### src/rtl/bus_arbiter_pkg.sv
// Shared types for the alternate-master bus arbiter: FSM state encoding and master-count limit.
// No logic; imported by bus_arbiter and bus_watchdog.
package bus_arbiter_pkg;

    localparam int MAX_REQ = 4;

    typedef enum logic [2:0] {
        IDLE     = 3'd0,
        REQ      = 3'd1,
        WAIT_BUS = 3'd2,
        OWNED    = 3'd3,
        RELEASE  = 3'd4
    } arb_state_t;

endpackage

### src/rtl/bus_watchdog.sv
// Bus-cycle watchdog: asserts BERRn when a CPU strobe runs TIMEOUT_CYCLES without termination.
// Latency: BERRn falls one cycle after the counter sits at its limit.
// Backpressure: none; BERRn is held until ASn returns high.
module bus_watchdog
    import bus_arbiter_pkg::*;
#(
    parameter int TIMEOUT_CYCLES = 64
) (
    input  logic       CLK,
    input  logic       RESET_INn,
    input  logic       ASn,
    input  logic [1:0] DSACKn,
    input  logic       STERMn,
    input  logic       owned,
    output logic       BERRn
);

    localparam int CNT_W = $clog2(TIMEOUT_CYCLES + 1);
    localparam logic [CNT_W-1:0] CNT_MAX = CNT_W'(TIMEOUT_CYCLES);

    logic [CNT_W-1:0] cnt;
    logic             term;

    assign term = (DSACKn != 2'b11) || !STERMn;

    // Counter saturates at CNT_MAX; while an alternate master owns the bus it holds.
    always_ff @(posedge CLK or negedge RESET_INn) begin
        if (!RESET_INn) begin
            cnt   <= '0;
            BERRn <= 1'b1;
        end else if (ASn) begin
            cnt   <= '0;
            BERRn <= 1'b1;
        end else if (term) begin
            cnt <= '0;
        end else if (!owned) begin
            if (cnt == CNT_MAX) begin
                BERRn <= 1'b0;
            end else begin
                cnt <= cnt + 1'b1;
            end
        end
    end

endmodule

### src/rtl/bus_arbiter.sv
// Round-robin arbiter handing the CPU bus to NUM_REQ alternate masters (BR/BG/BGACK handshake).
// Latency: grant 3 cycles after request at best; watchdog built only with BUS_TIMEOUT_EN.
// Backpressure: losers stay pending on REQn; owner keeps the bus until it raises REQn.
module bus_arbiter
    import bus_arbiter_pkg::*;
#(
    parameter int NUM_REQ        = 2,
    parameter int TIMEOUT_CYCLES = 64
) (
    input  logic               CLK,
    input  logic               RESET_INn,
    input  logic [NUM_REQ-1:0] REQn,
    output logic [NUM_REQ-1:0] GNTn,
    output logic               BRn,
    input  logic               BGn,
    output logic               BGACKn,
    input  logic               ASn,
    input  logic               RMCn,
    input  logic [1:0]         DSACKn,
    input  logic               STERMn,
    output logic               BERRn
);

    localparam int WW = (NUM_REQ > 1) ? $clog2(NUM_REQ) : 1;

    arb_state_t    state;
    logic [WW-1:0] winner;
    logic [WW-1:0] last_winner;
    logic [WW-1:0] pick;
    logic          found;
    int            idx;

    // Search starts one past the previous owner so every master gets a turn.
    always_comb begin
        pick  = last_winner;
        found = 1'b0;
        idx   = 0;
        for (int k = 1; k <= NUM_REQ && k <= MAX_REQ; k++) begin
            idx = (int'(last_winner) + k) % NUM_REQ;
            if (!found && !REQn[WW'(idx)]) begin
                pick  = WW'(idx);
                found = 1'b1;
            end
        end
    end

    always_ff @(posedge CLK or negedge RESET_INn) begin
        if (!RESET_INn) begin
            state       <= IDLE;
            winner      <= '0;
            last_winner <= WW'(NUM_REQ - 1);
            BRn         <= 1'b1;
            BGACKn      <= 1'b1;
            GNTn        <= '1;
        end else begin
            case (state)
                IDLE: begin
                    if (found) begin
                        winner <= pick;
                        state  <= REQ;
                        BRn    <= 1'b0;
                    end
                end
                REQ: begin
                    // A withdrawn request abandons the attempt without touching fairness.
                    if (REQn[winner]) begin
                        state <= IDLE;
                        BRn   <= 1'b1;
                    end else if (!BGn) begin
                        state <= WAIT_BUS;
                    end
                end
                WAIT_BUS: begin
                    if (ASn && RMCn) begin
                        state       <= OWNED;
                        BRn         <= 1'b1;
                        BGACKn      <= 1'b0;
                        GNTn        <= ~(NUM_REQ'(1) << winner);
                        last_winner <= winner;
                    end
                end
                OWNED: begin
                    if (REQn[winner]) begin
                        state  <= RELEASE;
                        BGACKn <= 1'b1;
                        GNTn   <= '1;
                    end
                end
                RELEASE: begin
                    state <= IDLE;
                end
                default: begin
                    state  <= IDLE;
                    BRn    <= 1'b1;
                    BGACKn <= 1'b1;
                    GNTn   <= '1;
                end
            endcase
        end
    end

`ifdef BUS_TIMEOUT_EN
    bus_watchdog #(
        .TIMEOUT_CYCLES(TIMEOUT_CYCLES)
    ) u_watchdog (
        .CLK       (CLK),
        .RESET_INn (RESET_INn),
        .ASn       (ASn),
        .DSACKn    (DSACKn),
        .STERMn    (STERMn),
        .owned     (state == OWNED),
        .BERRn     (BERRn)
    );
`else
    logic unused_term;
    assign unused_term = &{1'b0, DSACKn, STERMn};
    assign BERRn       = 1'b1;
`endif

endmodule

### config.mk
export PLATFORM = sky130hd
export DESIGN_NAME = bus_arbiter
export DESIGN_NICKNAME = d
export VERILOG_FILES = /design/src/rtl/bus_arbiter_pkg.sv /design/src/rtl/bus_watchdog.sv /design/src/rtl/bus_arbiter.sv
export SDC_FILE = /design/constraint.sdc
export NUM_CORES = 1
export LEC_CHECK = 0
export ABC_AREA = 0
export CORE_AREA = 5 5 42 44
export DETAILED_ROUTE_END_ITERATION = 10
export DIE_AREA = 0 0 47 49
export PLACE_DENSITY = 0.58
export SETUP_SLACK_MARGIN = 0.05
export SYNTH_ARGS = -nofsm -noshare
export SYNTH_HDL_FRONTEND = slang
export SYNTH_SLANG_ARGS = --single-unit
### constraint.sdc
create_clock -name CLK -period 2.2 [get_ports CLK]
set_input_delay 0.44 -clock CLK [delete_from_list [all_inputs] [get_ports CLK]]
set_output_delay 0.44 -clock CLK [all_outputs]
set_load 0.02 [all_outputs]
==> flow_summary.json <==
{
  "reg2reg_depth": 2,
  "avgViaCountPerCell": 4.78,
  "postPlaceCellArea_sq_um": 546,
  "ys_seq_area_frac": 0.515,
  "synth_seq_cells": 9,
  "final_common_cell": "clkdlybuf4s50_1",
  "cp_max_fo": 2,
  "gp_congestion": 0.714,
  "p_leak_nw": 0.240,
  "clk_latency_ps": 260,
  "cts_tree": "built",
  "cts_hold_buf": 0,
  "dpl.hpwl_um": 573,
  "setup_tns_ps": 0,
  "hold_class": "in2async",
  "cp_top_family": "buffers and inverters",
  "wl_um": 772,
  "post_cts_buffers": 0,
  "crit_buf_inv": 1,
  "r2r_setup_slack_ps": 770,
  "grt_max_degree": 10,
  "yosys_warnings": 0,
  "critPathLaunch": "GNTn[0]",
  "switchingPower_uw": 260,
  "path_class": "reg2out",
  "htreeDepth": 1,
  "finalSetupViolations": 0,
  "seq_power_share": 0.454,
  "critPathLaunchType": "register",
  "vdd_drop_max_mv": 0.533,
  "cp.arrival_ps": 1390,
  "overflow": 0,
  "clock_path_buffers": 2,
  "wire_per_inst_um": 11.4,
  "fin_skew_ps": 3.74,
  "rsz0062_at_grt": "no",
  "synth.cell_area_sq_um": 449,
  "synth_fp_nets": 51,
  "syn_area_per_cell_sq_um": 11.0,
  "num_vias": 325,
  "path_cells": "clkdlybuf4s50_1",
  "status": "completed",
  "r2r-start": "state[2]",
  "antenna_cells": 0,
  "antenna_found_initial": 0,
  "drt-initial-drc-count": 1,
  "syn_inst": 41,
  "grtUsageTotal": 0.0804,
  "cts_sinks": 9,
  "dieHeight_um": 49,
  "numCtsBuffers": 3,
  "r2r-end": "last_winner",
  "layout_common_cells": "clkdlybuf4s50_1, dfstp_2, a21oi_1, dfrtp_1",
  "end_kind": "primary output",
  "grt_pass1_vias": 301,
  "drive_gt1_frac": 0.269,
  "worstPathRequired_ps": 1760,
  "design.core.area_sq_um": 1400,
  "min_period_ps": 1830,
  "cp.depth": 1,
  "clkSlewWorstSetupHoldPaths_ps": 60,
  "drv_slew": 0,
  "ios": 15,
  "crit_path_end": "GNTn[0]",
  "totalPowerFinal_uw": 756,
  "num_rows": 14,
  "areaGrowthSynthToFinish_pct": 27.6,
  "final_nets": 63,
  "finalHoldViolCount": 0,
  "start_util": 0.321,
  "cts_resized": 0,
  "io_buffer_count": 10,
  "combPwrFrac": 0.381,
  "cp_slowest_stage_delay_ps": 600,
  "synth.distinct_cells": 24,
  "period_share": 0.833,
  "p_per_area_nw_per_um2": 1320,
  "dieArea_sq_um": 2300,
  "drtAntennaViolNets": 0,
  "drv_cap": 0,
  "internal_power_uw": 496,
  "die_w_um": 47,
  "final_area_sq_um": 573,
  "nFillCells": 150,
  "slowest_stage": "clkdlybuf4s50_1",
  "switching_share": 0.344,
  "max_freq_mhz": 546,
  "drtPass1Iterations": 2,
  "grt_pass1_wl_mm": 1.30,
  "cts_root_buf": "clkbuf_4",
  "drc": 0,
  "clkPwrFrac": 0.165
}
==> per-stage QoR <==
| step | utilization | std cells | setup WS (ps) | hold WS [ps] |
|---|---|---|---|---|
| after floorplan | - | 41 | 800 | 144 |
| after global placement | 0.389 | 64 | 314 | 501 |
| after detailed placement | 0.389 | 64 | 312 | 504 |
| after CTS | 0.409 | 68 | 353 | 481 |
| after global routing | 0.409 | 68 | 305 | 490 |
| final | 0.409 | 68 | 367 | 479 |
==> power groups by stage <==
stage / combinational, mW / sequential [mW] / clock (mW)
after floorplan: 0.209 / 0.346 / 0
after global placement: 0.291 / 0.347 / 0
after detailed placement: 0.290 / 0.345 / 0
after CTS: 0.293 / 0.343 / 0.131
after global routing: 0.319 / 0.358 / 0.142
final: 0.288 / 0.343 / 0.124
==> cells by family after synthesis <==
| family | share of synthesized area |
|---|---|
| buf+inv | 0.0780 |
| other cells | 0.00835 |
| simple gates | 0.153 |
| mux | 0.0780 |
| flops | 0.515 |
| compound gates | 0.167 |
==> worst register-to-register path, delay by kind of cell, from the launching register on <==
kind | cells | cell delay, ps
flip-flops | 1 | 450
AND/OR/NAND/NOR | 1 | 610
multiplexers | 1 | 310
==> sequential cells by signal, indices dropped and copies added (netlist names) <==
register,flops
GNTn,2
BGACKn,1
last_winner,1
state,3
winner,1
BRn,1
==> synthesized netlist by cell type, drive strengths merged <==
master / number / area (sq um)
o21ai: 1 / 5.00
mux2: 1 / 15.0
o22a: 2 / 20.0
nor2: 1 / 3.75
inv: 3 / 11.3
or4b: 1 / 13.8
conb: 1 / 3.75
nand2: 2 / 7.51
o22ai: 1 / 6.26
mux2i: 2 / 20.0
or2b: 1 / 7.51
o21a: 2 / 15.0
o221ai: 1 / 8.76
dfrtp: 4 / 100
nor3: 2 / 10.0
nor2b: 1 / 6.26
dfstp: 5 / 131
a21oi: 4 / 20.0
buf: 3 / 23.8
nor4: 1 / 6.26
or2: 1 / 6.26
nor3b: 1 / 7.51
==> area by class of cell <==
class	count	area, sq um	share of cell area
clock buffers	3	22.5	0.0393
clock inverters	1	5.00	0.00873
inverters	3	11.3	0.0197
multi-input cells	26	183	0.319
flip-flops and latches	9	231	0.404
well taps	16	20.0	0.0349
repair buffers	10	100	0.175
==> worst min path at each step <==
stage / endpoint / startpoint / slack [ps]
global route: winner / RESET_INn / 490
floorplan: state[0] / RESET_INn / 140
CTS: winner / RESET_INn / 480
finish: winner / RESET_INn / 480
global placement: winner / last_winner / 500
detailed placement: BRn / BRn / 500
==> routing by layer <==
layer  up-vias  routed length [um]  global-route usage
met5         -                   0                   0
met2        11                 276              0.0792
met1       147                 431               0.127
li1        165                   -                   -
met4         0                  11              0.0553
met3         2                  53              0.0369
Power figures use the tool's default switching activity.
